File: src/rtl/mips_pkg.sv
`default_nettype none
// ============================================================================
//  Module      : mips_pkg
//  Description : Shared MIPS constants (opcodes, NOP, instruction field
//                positions), field helpers and the IF/ID stage state type.
//  Revision    : 1.0  initial release
// ============================================================================
package mips_pkg;

    localparam logic [5:0]  OP_RTYPE = 6'h00;
    localparam logic [5:0]  OP_BEQ   = 6'h04;
    localparam logic [5:0]  OP_BNE   = 6'h05;
    localparam logic [5:0]  OP_SW    = 6'h2B;
    localparam logic [5:0]  OP_LW    = 6'h23;

    localparam logic [31:0] NOP      = 32'h0000_0000;

    // Instruction field positions
    localparam int OP_MSB = 31;
    localparam int OP_LSB = 26;
    localparam int RS_MSB = 25;
    localparam int RS_LSB = 21;
    localparam int RT_MSB = 20;
    localparam int RT_LSB = 16;

    // IF/ID stage condition: RUN (normal), STALL (load-use hold), SQUASH (flushed)
    typedef enum logic [1:0] {
        RUN    = 2'd0,
        STALL  = 2'd1,
        SQUASH = 2'd2
    } ifid_state_t;

    function automatic logic [5:0] inst_op(input logic [31:0] inst);
        return inst[OP_MSB:OP_LSB];
    endfunction

    function automatic logic [4:0] inst_rs(input logic [31:0] inst);
        return inst[RS_MSB:RS_LSB];
    endfunction

    function automatic logic [4:0] inst_rt(input logic [31:0] inst);
        return inst[RT_MSB:RT_LSB];
    endfunction

endpackage : mips_pkg
`default_nettype wire

File: src/rtl/hazard_detect.sv
`default_nettype none
// ============================================================================
//  Module      : hazard_detect
//  Description : Combinational load-use hazard detection between the load in
//                ID/EX and the instruction currently held in IF/ID.
//  Revision    : 1.0  initial release
// ============================================================================
module hazard_detect
    import mips_pkg::*;
(
    input  logic        i_valid,
    input  logic        i_mem_read,
    input  logic [4:0]  i_ex_rt,
    input  logic [31:0] i_inst,
    output logic        o_hazard
);

    logic       w_rs_match;
    logic       w_rt_match;
    logic       w_rt_is_src;
    logic [5:0] w_op;

    // rt is only a source register for R-type, branches and stores
    always_comb begin
        w_op        = inst_op(i_inst);
        w_rs_match  = (i_ex_rt == inst_rs(i_inst));
        w_rt_match  = (i_ex_rt == inst_rt(i_inst));
        w_rt_is_src = (w_op == OP_RTYPE) || (w_op == OP_BEQ) ||
                      (w_op == OP_BNE)   || (w_op == OP_SW);
        o_hazard    = i_valid && i_mem_read && (i_ex_rt != 5'd0) &&
                      (w_rs_match || (w_rt_match && w_rt_is_src));
    end

endmodule : hazard_detect
`default_nettype wire

File: src/rtl/if_id_stage.sv
`default_nettype none
// ============================================================================
//  Module      : if_id_stage
//  Description : IF/ID pipeline register with load-use stall, branch flush
//                squash and saturating stall/flush event counters.
//  Revision    : 1.0  initial release
// ============================================================================
module if_id_stage
    import mips_pkg::*;
#(
    parameter int CNT_W = 16
)(
    input  logic             clk,
    input  logic             reset,
    input  logic [31:0]      inst_in,
    input  logic [31:0]      pc4_in,
    input  logic             flush,
    input  logic             idex_mem_read,
    input  logic [4:0]       idex_rt,
    output logic [31:0]      inst_out,
    output logic [31:0]      pc4_out,
    output logic             valid_out,
    output logic             PCWrite,
    output logic             bubble,
    output logic [CNT_W-1:0] stall_cnt,
    output logic [CNT_W-1:0] flush_cnt
);

    localparam logic [CNT_W-1:0] c_cnt_max = '1;
    localparam logic [CNT_W-1:0] c_cnt_one = CNT_W'(1);

    ifid_state_t      r_state;
    ifid_state_t      w_state_nxt;
    logic [31:0]      r_inst;
    logic [31:0]      r_pc4;
    logic             r_valid;
    logic [CNT_W-1:0] r_stall_cnt;
    logic [CNT_W-1:0] r_flush_cnt;
    logic             w_hazard;
    logic             w_stall;

    hazard_detect u_hazard_detect (
        .i_valid    (r_valid),
        .i_mem_read (idex_mem_read),
        .i_ex_rt    (idex_rt),
        .i_inst     (r_inst),
        .o_hazard   (w_hazard)
    );

    // Flush overrides the hazard; only an unflushed hazard freezes the stage
    always_comb begin
        w_stall     = w_hazard && !flush;
        w_state_nxt = r_state;
        if (flush) begin
            w_state_nxt = SQUASH;
        end else if (w_hazard) begin
            w_state_nxt = STALL;
        end else begin
            w_state_nxt = RUN;
        end
    end

    // Control outputs; bubble is forced while reset holds the stage empty
    always_comb begin
        PCWrite = !w_stall;
        bubble  = !reset || flush || w_hazard;
    end

    // State flag register
    always_ff @(posedge clk or negedge reset) begin
        if (!reset) begin
            r_state <= RUN;
        end else begin
            r_state <= w_state_nxt;
        end
    end

    // Pipeline register: squash on flush, hold on stall, load otherwise
    always_ff @(posedge clk or negedge reset) begin
        if (!reset) begin
            r_inst  <= NOP;
            r_pc4   <= 32'h0;
            r_valid <= 1'b0;
        end else if (flush) begin
            r_inst  <= NOP;
            r_pc4   <= pc4_in;
            r_valid <= 1'b0;
        end else if (!w_hazard) begin
            r_inst  <= inst_in;
            r_pc4   <= pc4_in;
            r_valid <= 1'b1;
        end
    end

    // Saturating event counters
    always_ff @(posedge clk or negedge reset) begin
        if (!reset) begin
            r_stall_cnt <= '0;
            r_flush_cnt <= '0;
        end else begin
            if (w_stall && (r_stall_cnt != c_cnt_max)) begin
                r_stall_cnt <= r_stall_cnt + c_cnt_one;
            end
            if (flush && (r_flush_cnt != c_cnt_max)) begin
                r_flush_cnt <= r_flush_cnt + c_cnt_one;
            end
        end
    end

    assign inst_out  = r_inst;
    assign pc4_out   = r_pc4;
    assign valid_out = r_valid;
    assign stall_cnt = r_stall_cnt;
    assign flush_cnt = r_flush_cnt;

endmodule : if_id_stage
`default_nettype wire

File: config.mk
export PLATFORM = sky130hd
export DESIGN_NAME = if_id_stage
export DESIGN_NICKNAME = d
export VERILOG_FILES = /design/src/rtl/mips_pkg.sv /design/src/rtl/hazard_detect.sv /design/src/rtl/if_id_stage.sv
export SDC_FILE = /design/constraint.sdc
export NUM_CORES = 1
export LEC_CHECK = 0
export ABC_CLOCK_PERIOD_IN_PS = 1700
export BUFFER_PORTS_ARGS = -buffer_cell sky130_fd_sc_hd__buf_4
export CAP_MARGIN = 15
export CORE_MARGIN = 2
export CORE_UTILIZATION = 43
export DETAILED_ROUTE_END_ITERATION = 8
export PLACE_DENSITY = 0.76
export SLEW_MARGIN = 25
export SYNTH_ARGS = -nofsm -noshare
export SYNTH_HDL_FRONTEND = slang
export SYNTH_SLANG_ARGS = --single-unit
File: constraint.sdc
create_clock -name clk -period 1.7 [get_ports clk]
set_input_delay 0.17 -clock clk [delete_from_list [all_inputs] [get_ports clk]]
set_output_delay 0.17 -clock clk [all_outputs]
set_load 0.02 [all_outputs]
==> summary.md, run 1 <==
| Metric | Value |
|---|---|
| Maximum vdd drop | `0.4930 mV` |
| Syn avg cell area | `13.48 um2` |
| Number of distinct library cells after synthesis | `32` |
| Leakage | `3.189 nW` |
| Worst Slack Setup Final | `-510.3 ps` |
| Max Cap Viol | `0` |
| First-pass GRT wire length | `17.15 mm` |
| Synth area leaders | `dfrtp_1 59%, mux2_2 9.3%, xnor2_1 6.6%` |
| Ys Warns | `0` |
| Initial core utilization | `0.4451` |
| GP Congestion | `0.8381` |
| Global-route congestion overflow total | `0` |
| Worst hold path class | `in -> reg` |
| WP data required | `1930 ps` |
| Slew Limit Fails | `0` |
| Critical Path AT | `2440 ps` |
| Pre-CTS WS | `-390.9 ps` |
| Initial DRC Count | `115` |
| CTS Sinks | `97` |
| Worst hold margin | `38.59 ps` |
| Clock share of power | `0.272` |
| Die height | `101.8 um` |
| Post-Syn Instances | `305` |
| Pre-Repair DR Iteration Count | `4` |
| FP Rows | `35` |
| Max-slew headroom | `0.6370` |
| Vias per std cell | `4.987` |
| Detailed placement HPWL | `7.392 mm` |
| H-tree depth | `3` |
| Maximum buffer depth of the clock tree | `2` |
| Vias in the first global route | `3464` |
| Comb power frac | `0.226` |
| Clk slew on worst S/H paths | `100 ps` |
| Synth Cell Area | `4113 um2` |
| #FFs+latches synth | `97` |
| CP bufs+invs | `4` |
| Area growth syn-to-layout | `60.12%` |
| Clock Skew | `11.01 ps` |
| Post-synth ARST share | `1.000` |
| RSZ-0062 raised after global routing | `yes` |
| Post-synthesis sequential area ratio | `0.5902` |
| Switch share | `0.2903` |
| Violated checks | `negative setup slack` |
| Area leader, netlist | `dfrtp_1` |
| Top-count cell post-synth | `dfrtp_1` |
| Setup violations, final | `82` |
| Root buf cell | `clkbuf_8` |
| Setup CP Type | `reg -> reg` |
| Antenna viol nets, final | `0` |
| Nets | `614` |
| WL per Instance | `16.78 um` |
| Clk Latency, worst-skew pair | `350 ps` |
| DRC | `0` |
| Max Clk Rate | `452.4 MHz` |
| Crit path capture type | `flop` |
| CTS tree | `yes` |
| Total GRT Usage | `0.2145` |
| Die Area | `10360 um2` |
| Via count | `3356` |
| Switching power of the nets | `1.530 mW` |
| Flop pwr share | `0.502` |
| I/O pins | `172` |
| Layout cell share with drive strength beyond 1 | `0.6158` |
| Worst slew pin tran | `544.4 ps` |
| Final Cycle Share | `1.300` |
| Cell area power density | `800.2 nW/um2` |
| Outcome | `complete, but fails checks` |
| Core ar. | `9240 um2` |
| Crit path top cell by count | `buf_12` |
| CP Cell Sequence | `xnor2_2 -> nand4_1 -> or3_4 -> buf_4 -> o32ai_4 -> buf_12 -> buf_12 -> bufbuf_16 -> nand3b_1 -> xnor2_1` |
| Antenna violations before repair | `0` |
| Antenna Cells | `0` |
| Die Span X | `101.8 um` |
| Most used DFF post-synth | `dfrtp_1` |
| Slowest CP cell | `dfrtp_2` |
| IO buf count | `171` |
| Largest net degree at the start of global routing | `98` |
| CTS Buf Count | `9` |
| Max incr delay on CP | `440 ps` |
| Startpoint types | `flop` |
| Synth top area share | `0.5902` |
| Final Hold Fails | `0` |
| Tmin final | `2210 ps` |
| Routed wire length | `11.30 mm` |
| Synth top cells by count | `97 x dfrtp_1, 34 x mux2_2, 31 x xnor2_1, 19 x a22o_2` |
| Crit path max-delay family | `buffers and inverters` |
| Syn nets | `380` |
| EDFF count, synth | `0` |
| Pint | `3.740 mW` |
| Worst-path fanout max | `5` |
-- stage by stage --
step / cell area (um2) / cells / setup TNS [ps] / total power, mW / utilization
3_5_place_dp: 5821 / 631 / -23470 / 3.820 / 0.6299
3_3_place_gp: 5821 / 631 / -20480 / 3.786 / 0.6299
2_1_floorplan: 4163 / 305 / -17680 / 3.190 / -
4_1_cts: 6346 / 665 / -36630 / 5.308 / 0.6868
5_1_grt: 6585 / 673 / -41150 / 5.515 / 0.7127
6_report: 6585 / 673 / -35300 / 5.270 / 0.7127
-- placed cells by master, fill, tap and decap left out, types with 2 or more instances in the layout --
| master | n |
|---|---|
| bufbuf_16 | 3 |
| clkinv_4 | 2 |
| nand3b_1 | 2 |
| nand3_2 | 6 |
| mux2_4 | 12 |
| xor2_1 | 7 |
| buf_4 | 212 |
| dfrtp_1 | 88 |
| nand4_1 | 13 |
| clkbuf_8 | 11 |
| dfrtp_2 | 9 |
| nand2_1 | 14 |
| mux2i_1 | 3 |
| xnor2_1 | 26 |
| mux2_2 | 22 |
| nor3_1 | 2 |
| buf_12 | 9 |
| xnor2_2 | 5 |
| buf_6 | 5 |
| a22o_2 | 18 |
| inv_1 | 5 |
| and3_1 | 8 |
| buf_16 | 2 |
| clkbuf_16 | 2 |
| nor2_1 | 10 |
| nand3_1 | 9 |
| nand2b_1 | 2 |
| a22o_1 | 13 |
-- path summary, 6_finish.rpt --
path / start / end / slack, ps / cells after the start
setup / recovery: inst_out[18] / stall_cnt[3] / -510 / 10
hold / removal: pc4_in[22] / pc4_out[22] / 40 / 2
setup reg to reg: inst_out[18] / stall_cnt[3] / -510 / 10
hold reg to reg: stall_cnt[6] / stall_cnt[6] / 500 / 1
max in group asynchronous: reset / inst_out[20] / 810 / 3
min in group asynchronous: reset / stall_cnt[11] / 390 / 3
-- worst reg2reg max path: stages (launching register included) --
cell	delay [ps]
dfrtp_2	440
xnor2_2	130
nand4_1	110
or3_4	360
buf_4	160
o32ai_4	140
buf_12	170
buf_12	120
bufbuf_16	250
nand3b_1	90
xnor2_1	140
-- layout make-up --
class,instances,area (um2)
Clock buffer,11,151.4
Tap cell,129,161.4
Fill cell,686,2655
Inverter,5,18.77
Sequential cell,97,2439
Timing Repair Buffer,235,2056
Multi-Input combinational cell,191,1720
Clock inverter,5,38.79
-- routing by layer --
| layer | GRT usage | vias up | share of wire |
|---|---|---|---|
| met1 | 0.2804 | 1650 | 0.43 |
| met5 | 0 | - | 0 |
| met2 | 0.3517 | 131 | 0.48 |
| li1 | - | 1559 | - |
| met4 | 0.06341 | 0 | 0.013 |
| met3 | 0.05659 | 16 | 0.070 |
-- flip-flops by register name, indices dropped and copies added (netlist names) --
name / flops
flush_cnt: 16
pc4_out: 32
inst_out: 32
valid_out: 1
stall_cnt: 16
-- repair_timing --
item / in CTS / in global routing
hold buffers: 1 / 0
pin swaps: 9 / 8
gates cloned: 5 / 3
endpoints found under the hold margin: 97 / 0
gates resized for setup: 19 / 22
setup buffers: 12 / 7
setup endpoints to repair: 82 / 83
-- power groups by stage --
stage	Clock (mW)	Sequential, mW	Combinational, mW
after detailed placement	0	2.69	1.13
after CTS	1.48	2.64	1.18
after global routing	1.57	2.67	1.28
after global placement	0	2.68	1.11
after floorplan	0	2.89	0.297
final	1.43	2.64	1.19
-- cell families (layout without fill, tap and decap cells) --
| logic type | Yosys count | count (layout) | share of synthesized area |
|---|---|---|---|
| AOI/OAI and AO/OA | 38 | 38 | 0.09583 |
| xor gates and xnor gates | 38 | 38 | 0.08093 |
| adders and majority gates | 2 | 2 | 0.006084 |
| buffers and inverters | 17 | 256 | 0.02951 |
| DFF | 97 | 97 | 0.5902 |
| muxes | 37 | 37 | 0.1004 |
| and+or+nand+nor | 76 | 76 | 0.09705 |
(Power assumes the default switching activity.)
==> run 2: changes to the inputs <==
--- a/config.mk
+++ b/config.mk
@@ -8,8 +8,9 @@
 export ABC_CLOCK_PERIOD_IN_PS = 1700
 export BUFFER_PORTS_ARGS = -buffer_cell sky130_fd_sc_hd__buf_4
 export CAP_MARGIN = 15
-export CORE_MARGIN = 2
+export CORE_MARGIN = 5
 export CORE_UTILIZATION = 43
+export CTS_CLUSTER_DIAMETER = 60
 export DETAILED_ROUTE_END_ITERATION = 8
 export PLACE_DENSITY = 0.76
 export SLEW_MARGIN = 25
==> summary.md, run 2 (synthesis results as in run 1) <==
| Metric | Value |
|---|---|
| Worst slew pin tran | `518.5 ps` |
| Vias per std cell | `4.988` |
| Design area | `6696 um2` |
| Via count | `3362` |
| Antenna viol nets, final | `0` |
| Max Clk Rate | `445.9 MHz` |
| Routed wire length | `11.78 mm` |
| Core ar. | `9284 um2` |
| Clock Skew | `10.96 ps` |
| Antenna Cells | `0` |
| Final Cycle Share | `1.319` |
| Setup violations, final | `82` |
| Maximum vdd drop | `0.4730 mV` |
| Slew Limit Fails | `0` |
| Die Span X | `107.8 um` |
| Final Hold Fails | `0` |
| Worst-path fanout max | `2` |
| Worst hold path class | `in -> reg` |
| IO buf count | `171` |
| Detailed placement HPWL | `7.878 mm` |
| Antenna violations before repair | `0` |
| Clk slew on worst S/H paths | `100 ps` |
| GP Congestion | `0.8266` |
| Placed Area | `5861 um2` |
| Maximum buffer depth of the clock tree | `2` |
| First-pass GRT wire length | `18.29 mm` |
| CTS Sinks | `97` |
| H-tree depth | `3` |
| Root buf cell | `clkbuf_8` |
| Most frequent cells in the layout | `208 x buf_4, 88 x dfrtp_1, 32 x mux2_4` |
| Setup CP Type | `reg -> out` |
| Global-route congestion overflow total | `0` |
| Area growth syn-to-layout | `62.82%` |
| Leakage | `3.249 nW` |
| RSZ-0062 raised after global routing | `yes` |
| Max-slew headroom | `0.6544` |
| Worst Slack Setup Final | `-542.7 ps` |
| Pre-Repair DR Iteration Count | `4` |
| Largest net degree at the start of global routing | `98` |
| Initial DRC Count | `101` |
| DRC | `0` |
| Critical Path AT | `2070 ps` |
| Die Area | `11620 um2` |
| Outcome | `complete, but fails checks` |
| Fill count | `653` |
| Max Cap Viol | `0` |
| Initial core utilization | `0.4430` |
| Placed insts | `633` |
| Post-Layout Cell Count | `674` |
| I/O pins | `172` |
| CTS Buf Count | `9` |
| Die height | `107.8 um` |
| Nets | `615` |
| Startpoint types | `flop` |
| WP data required | `1530 ps` |
| Crit path capture type | `primary output` |
| Commonest non-fill, non-tap cell in the layout | `buf_4` |
| WL per Instance | `17.48 um` |
| Layout cell share with drive strength beyond 1 | `0.6165` |
| Vias in the first global route | `3550` |
| CTS tree | `yes` |
| Total GRT Usage | `0.2004` |
| Violated checks | `negative setup slack` |
| FP Rows | `35` |
| Tmin final | `2243 ps` |
| Clk Latency, worst-skew pair | `340 ps` |
| Cell area power density | `821.4 nW/um2` |
[run 2: cell count changes in the layout (fill, tap and decap cells not counted), moves of 3 or more]
cell       previous run  this run
mux2_2               22         2
mux2_4               12        32
buf_6                 5        13
buf_4               212       208
bufbuf_16             3         0
[run 2: worst max-delay path: stages (launching register included)]
cell	delay (ps)
dfrtp_2	430
xnor2_2	140
nand4_1	140
or3_4	370
o21ai_4	180
a41oi_4	160
buf_12	160
nand2_4	40
buf_6	110
[run 2: routing by layer]
metal,vias up,share of wire,track usage
li1,1563,-,-
met1,1674,0.43,0.2609
met2,119,0.49,0.3339
met3,6,0.076,0.05519
met4,0,0.0063,0.04509
met5,-,0,0
[run 2: path summary, 6_finish.rpt]
| check | start | endpoint | slack (ps) | cells after the start |
|---|---|---|---|---|
| min in group asynchronous | reset | inst_out[7] | 460 | 3 |
| min | pc4_in[0] | pc4_out[0] | 50 | 2 |
| min reg2reg | stall_cnt[9] | stall_cnt[9] | 510 | 1 |
| max in group asynchronous | reset | pc4_out[6] | 830 | 3 |
| max reg2reg | inst_out[19] | inst_out[0] | -510 | 9 |
| max | inst_out[19] | bubble | -540 | 8 |
[run 2: cell type report]
cell class / count / area, um2 / area share
repair buffers: 236 / 2023 / 0.3021
flip-flops and latches: 97 / 2439 / 0.3642
inverters: 5 / 18.77 / 0.002803
clock inverters: 4 / 76.32 / 0.01140
clock buffers: 12 / 145.1 / 0.02167
well taps: 129 / 161.4 / 0.02410
multi-input cells: 191 / 1833 / 0.2737
[run 2: stage by stage]
stage          setup WS [ps]    util  setup TNS [ps]  hold WS (ps)  total power [mW]
3_5_place_dp          -381.4  0.6313          -23800         306.1             3.822
3_3_place_gp          -338.9  0.6313          -22560         304.8             3.794
6_report              -542.7  0.7213          -35880         51.18             5.501
4_1_cts               -519.3  0.7098          -31900         29.48             5.537
2_1_floorplan         -285.1       -          -17680        -125.6             3.190
5_1_grt               -655.1  0.7213          -42510         20.19             5.767
[run 2: report_power, final]
part / switching (mW) / internal (mW) / leakage [nW]
Clock: 0.784 / 0.875 / 0.107
Combinational: 0.565 / 0.633 / 1.93
Sequential: 0.156 / 2.49 / 1.21
[run 2: what timing repair did]
action | 4_1_cts | 5_1_grt
pin swaps | 14 | 8
gates cloned | 5 | 1
hold buffers | 1 | 0
resized for setup | 64 | 15
setup endpoints to repair | 82 | 82
hold endpoints to repair | 97 | 0
setup buffers | 18 | 4
